$ cat config.mk
export PLATFORM = sky130hd
export DESIGN_NAME = contador_bcd4
export DESIGN_NICKNAME = d
export VERILOG_FILES = /design/src/rtl/bcd_pkg.sv /design/src/rtl/digito_bcd.sv /design/src/rtl/contador_bcd4.sv
export SDC_FILE = /design/constraint.sdc
export NUM_CORES = 1
export LEC_CHECK = 0
export CAP_MARGIN = 20
export CORE_ASPECT_RATIO = 1.25
export CORE_MARGIN = 2
export CORE_UTILIZATION = 35
export CTS_CLUSTER_DIAMETER = 120
export DETAILED_ROUTE_END_ITERATION = 12
export GPL_TIMING_DRIVEN = 0
export SYNTH_ARGS = -nofsm -noshare
export SYNTH_HDL_FRONTEND = slang
export SYNTH_HIERARCHICAL = 1
export SYNTH_SLANG_ARGS = --single-unit
$ cat constraint.sdc
create_clock -name clk -period 7.65 [get_ports clk]
set_clock_uncertainty 0.05 [all_clocks]
set_input_delay 1.1475 -clock clk [delete_from_list [all_inputs] [get_ports clk]]
set_output_delay 1.1475 -clock clk [all_outputs]
set_load 0.05 [all_outputs]
$ cat src/rtl/bcd_pkg.sv
// Shared BCD types and constants for the counter and the display multiplexer.
package bcd_pkg;
  typedef logic [3:0] bcd_digit_t;
  localparam bcd_digit_t BCD_MAX = 4'd9;
  localparam int N_DIGITS = 4;
endpackage

$ cat src/rtl/digito_bcd.sv
// One decimal digit, counting modulo 10.
// The co/bo outputs are combinational so that a carry or borrow ripples through the whole chain in one cycle.
module digito_bcd
  import bcd_pkg::*;
(
  input  logic       clk,
  input  logic       reset,
  input  logic       clr,
  input  logic       inc,
  input  logic       dec,
  output bcd_digit_t q,
  output logic       co,
  output logic       bo
);

  always_ff @(posedge clk) begin
    if (reset || clr) begin
      q <= '0;
    end else if (inc) begin
      q <= (q == BCD_MAX) ? '0 : q + 4'd1;
    end else if (dec) begin
      q <= (q == '0) ? BCD_MAX : q - 4'd1;
    end
  end

  assign co = inc & (q == BCD_MAX);
  assign bo = dec & (q == '0);

endmodule

$ cat src/rtl/contador_bcd4.sv
// Four-digit BCD up/down counter stepped by rising edges of debounced button levels,
// with optional wrap or saturation at 9999/0000 and single-cycle step/wrap pulses.
module contador_bcd4
  import bcd_pkg::*;
#(
  parameter bit WRAP = 1'b1
) (
  input  logic        clk,
  input  logic        reset,
  input  logic        sen_up,
  input  logic        sen_down,
  input  logic        clear,
  output logic [15:0] bcd,
  output logic        wrap_up,
  output logic        wrap_dn,
  output logic        step
);

  logic up_q, dn_q;
  logic up_ev, dn_ev;
  logic is_max, is_zero;
  logic do_inc, do_dec;
  logic [N_DIGITS-1:0] inc_c, dec_c, co, bo;
  bcd_digit_t          q_d [N_DIGITS];

  // Previous samples always follow the live inputs, so a level held through reset or clear yields no event.
  always_ff @(posedge clk) begin
    up_q <= sen_up;
    dn_q <= sen_down;
  end

  assign up_ev   = sen_up & ~up_q;
  assign dn_ev   = sen_down & ~dn_q;
  assign is_max  = (bcd == {N_DIGITS{BCD_MAX}});
  assign is_zero = (bcd == '0);

  // Saturation is decided before the chain is enabled, so a blocked step never touches any digit.
  assign do_inc = ~clear & up_ev & ~dn_ev & (WRAP | ~is_max);
  assign do_dec = ~clear & dn_ev & ~up_ev & (WRAP | ~is_zero);

  assign inc_c[0] = do_inc;
  assign dec_c[0] = do_dec;

  for (genvar k = 0; k < N_DIGITS; k++) begin : g_digit
    if (k > 0) begin : g_chain
      assign inc_c[k] = co[k-1];
      assign dec_c[k] = bo[k-1];
    end
    digito_bcd u_digit (
      .clk   (clk),
      .reset (reset),
      .clr   (clear),
      .inc   (inc_c[k]),
      .dec   (dec_c[k]),
      .q     (q_d[k]),
      .co    (co[k]),
      .bo    (bo[k])
    );
    assign bcd[4*k +: 4] = q_d[k];
  end

  // A carry or borrow out of the top digit is exactly the 9999->0000 or 0000->9999 transition.
  always_ff @(posedge clk) begin
    if (reset) begin
      step    <= 1'b0;
      wrap_up <= 1'b0;
      wrap_dn <= 1'b0;
    end else begin
      step    <= do_inc | do_dec;
      wrap_up <= co[N_DIGITS-1];
      wrap_dn <= bo[N_DIGITS-1];
    end
  end

endmodule

==> impl_metrics.env, run 1 <==
export IMPL_vdd_drop_max_mv=0.0697
export IMPL_crit_arrival_ns=4.98
export IMPL_drive_gt1_frac=0.193
export IMPL_ys_seq_elements=21
export IMPL_status="complete, no violations"
export IMPL_worstSkewPairLatency_ns=0.26
export IMPL_max_freq_mhz=207
export IMPL_io_buffers=23
export IMPL_postCtsHoldBufs=0
export IMPL_muxShareOfSynthArea=0
export IMPL_cp_max_fo=11
export IMPL_synth_nets=175
export IMPL_gr_total_overflow=0
export IMPL_netlist_top_cells_count="dfxtp_1, buf_6"
export IMPL_dp_hpwl_mm=2.34
export IMPL_yosysMostFrequentCell="dfxtp_1"
export IMPL_num_vias=1360
export IMPL_die_w_um=63.4
export IMPL_dpl_cell_count=251
export IMPL_wl_mm=3.28
export IMPL_timing_final_crit_share=0.631
export IMPL_cp_startpoint="clear"
export IMPL_synth_cells=170
export IMPL_cts_max_path_buffers=2
export IMPL_ys_dominant_reg_cell="dfxtp_1"
export IMPL_synth_edff_count=0
export IMPL_holdCritPathClass="reg -> reg"
export IMPL_slew_headroom=0.547
export IMPL_drv_cap=0
export IMPL_final_setup_tns_ns=0
export IMPL_hold_depth=3
export IMPL_synth_compound_area_frac=0.204
export IMPL_rows=27
export IMPL_synth_xor_area_share=0.0454
export IMPL_route_met2_wl_mm=1.65
export IMPL_async_flop_share=0
export IMPL_synthesis_area_um2=1540
export IMPL_yosys_warnings=6
export IMPL_grt_pass1_wl_mm=5.40
export IMPL_highest_layer="met4"
export IMPL_p_per_area_nw_per_um2=116
export IMPL_hold_start="up_q"
export IMPL_path_class="in -> reg"
export IMPL_viasPerCell=5.33
export IMPL_cp_end_kind="flop"
export IMPL_die_area_um2=4960
export IMPL_hold_viol=0
export IMPL_antenna_found_initial=0
export IMPL_clkTransAtPathRegs_ns=0.08
export IMPL_grt_max_degree=13
export IMPL_ys_types=31
export IMPL_period_minus_slack_ns=4.83
export IMPL_start_util=0.357
export IMPL_drc=0
export IMPL_first_pass_iters=4
export IMPL_post_drt_wl_per_cell_um=12.8
export IMPL_h_tree_depth=1
export IMPL_finalSetupViolations=0
export IMPL_finalNetCount=203
export IMPL_slew_viol_final=0
export IMPL_drt_met1_wl_mm=1.52
export IMPL_fp_coreArea_um2=4320
export IMPL_wl_met3_um=89
export IMPL_yosysSeqAreaShare=0.272
export IMPL_finalNonFillerCells=255
export IMPL_yosys_area_share_simple=0.330
export IMPL_cts_tree="yes"
export IMPL_final_util=0.438
export IMPL_yosysTopAreaCellShare=0.272
export IMPL_synth_area_leaders="dfxtp_1, buf_6, and2b_2"
export IMPL_cts_buffers=3
export IMPL_first_global_vias=1301
export IMPL_area_delta_synth_final_pct=22.6
export IMPL_grtUsageTotal=0.132
export IMPL_ios=24
export IMPL_ant_nets=0
export IMPL_gp_congestion=0.784
export IMPL_clock_sinks=21
export IMPL_crit_required_ns=7.80
export IMPL_post_cts_buffers=0
export IMPL_root_buffer="clkbuf_8"
export IMPL_cts_resized=0
export IMPL_max_slew_worst_pin_slew_ns=0.673
export IMPL_r2r_start="dn_q"
export IMPL_r2r_cells=12
export IMPL_dr_first_iter_drc_count=48
export IMPL_die_h_um=78.3
export IMPL_rsz0062_at_grt="false"
export IMPL_synth_top_family_by_area="simple AND/OR/NAND/NOR gates"
export IMPL_avgSynthCellArea_um2=9.08
export IMPL_p_leak_uw=0.000758
export IMPL_diodes=0
export IMPL_synth_fa_ha_area_frac=0
export IMPL_cp_start_kind="primary input"
export IMPL_synth_largest_area_cell="dfxtp_1"
==> cells in the final DEF, fill, tap and decap left out <==
master            n
and4b_1           4
nor4_1            4
buf_4             4
o31ai_1           4
and3_1            4
o21ai_1           4
nor3b_1           4
and2b_2           8
or3b_4            4
a21boi_1          4
a21o_1            5
nand2b_1          4
clkdlybuf4s50_1  23
xnor2_1           8
nand2_1           8
or2_1             4
a211oi_2          1
nor3_1            4
nor2_1            6
or4_1             4
clkbuf_8          3
a221o_1           4
nor4b_1           8
inv_1             5
nand2b_4          1
nand3_1           5
clkinv_2          1
o311a_1           4
dfxtp_1          21
a41oi_1           4
o21ai_0           8
a21boi_0          4
nor2b_1           2
buf_6            16
==> per-stage QoR <==
step / hold WS [ns] / cell area, um2 / power [uW] / setup WS, ns
global placement: 0.502 / 1850 / 147 / 2.57
global route: 0.551 / 1890 / 230 / 2.40
CTS: 0.513 / 1890 / 224 / 2.78
floorplan: 0.465 / 1540 / 138 / 3.77
detailed placement: 0.501 / 1850 / 148 / 2.49
finish: 0.510 / 1890 / 220 / 2.82
==> cells by family after synthesis <==
kind of cell | after synthesis
and+or+nand+nor | 74
buffers and inverters | 25
DFF | 21
xor gates and xnor gates | 8
AOI/OAI and AO/OA | 42
==> cell type report <==
class,instances,area (um2)
tap,58,72.6
fill,456,2430
sequential,21,420
clock buffer,3,41.3
buffer,20,210
inverter,5,18.8
multi-input combinational,124,895
clock inverter,1,5.00
timing repair buffer,23,230
==> flip-flops by register name (all words and copies together), names as in the netlist <==
register / cells
dn_q: 1
g_digit.u_digit/q: 16
step: 1
up_q: 1
wrap_dn: 1
wrap_up: 1
==> worst max-delay path, stage by stage <==
cell and delay (ns):
clkdlybuf4s50_1 0.64, nor2_1 0.39, nand2b_1 0.09, nor4_1 0.47, nand2b_1 0.10, nor4_1 0.50, nand2b_1 0.13, nor4_1 0.53
or3b_4 0.47, a221o_1 0.36, a21boi_1 0.13
==> layer usage <==
metal | global-route usage | vias to the layer above
met1 | 0.147 | 658
met5 | 0 | -
li1 | - | 681
met2 | 0.246 | 19
met3 | 0.0201 | 2
met4 | 0.0565 | 0
==> path summary, 6_finish.rpt <==
path / slack (ns) / to
max reg2reg: 3.86 / g_digit[3].u_digit/q[1]
min: 0.51 / step
min reg2reg: 0.51 / step
max: 2.82 / g_digit[3].u_digit/q[1]
==> power by group <==
part,internal (uW),switching [uW]
sequential,111,1.13
clock,36.3,38.7
combinational,15.2,17.7
Power figures use the tool's default switching activity.
==> inputs of run 2 (changes only) <==
Clock period 7.65 ns to 4.9 ns, I/O delays scaled along.
==> results of run 2 <==
Same layout as run 1 (identical final DEF). Status: complete, no violations.
Main changes from that run: setup slack after placement 2.49 ns -> 0.157 ns; setup slack after layout 2.82 ns -> 0.482 ns; register-to-register setup slack 3.86 ns -> 1.11 ns; total power 220 uW -> 344 uW; worst IR drop on VDD 0.0697 mV -> 0.109 mV
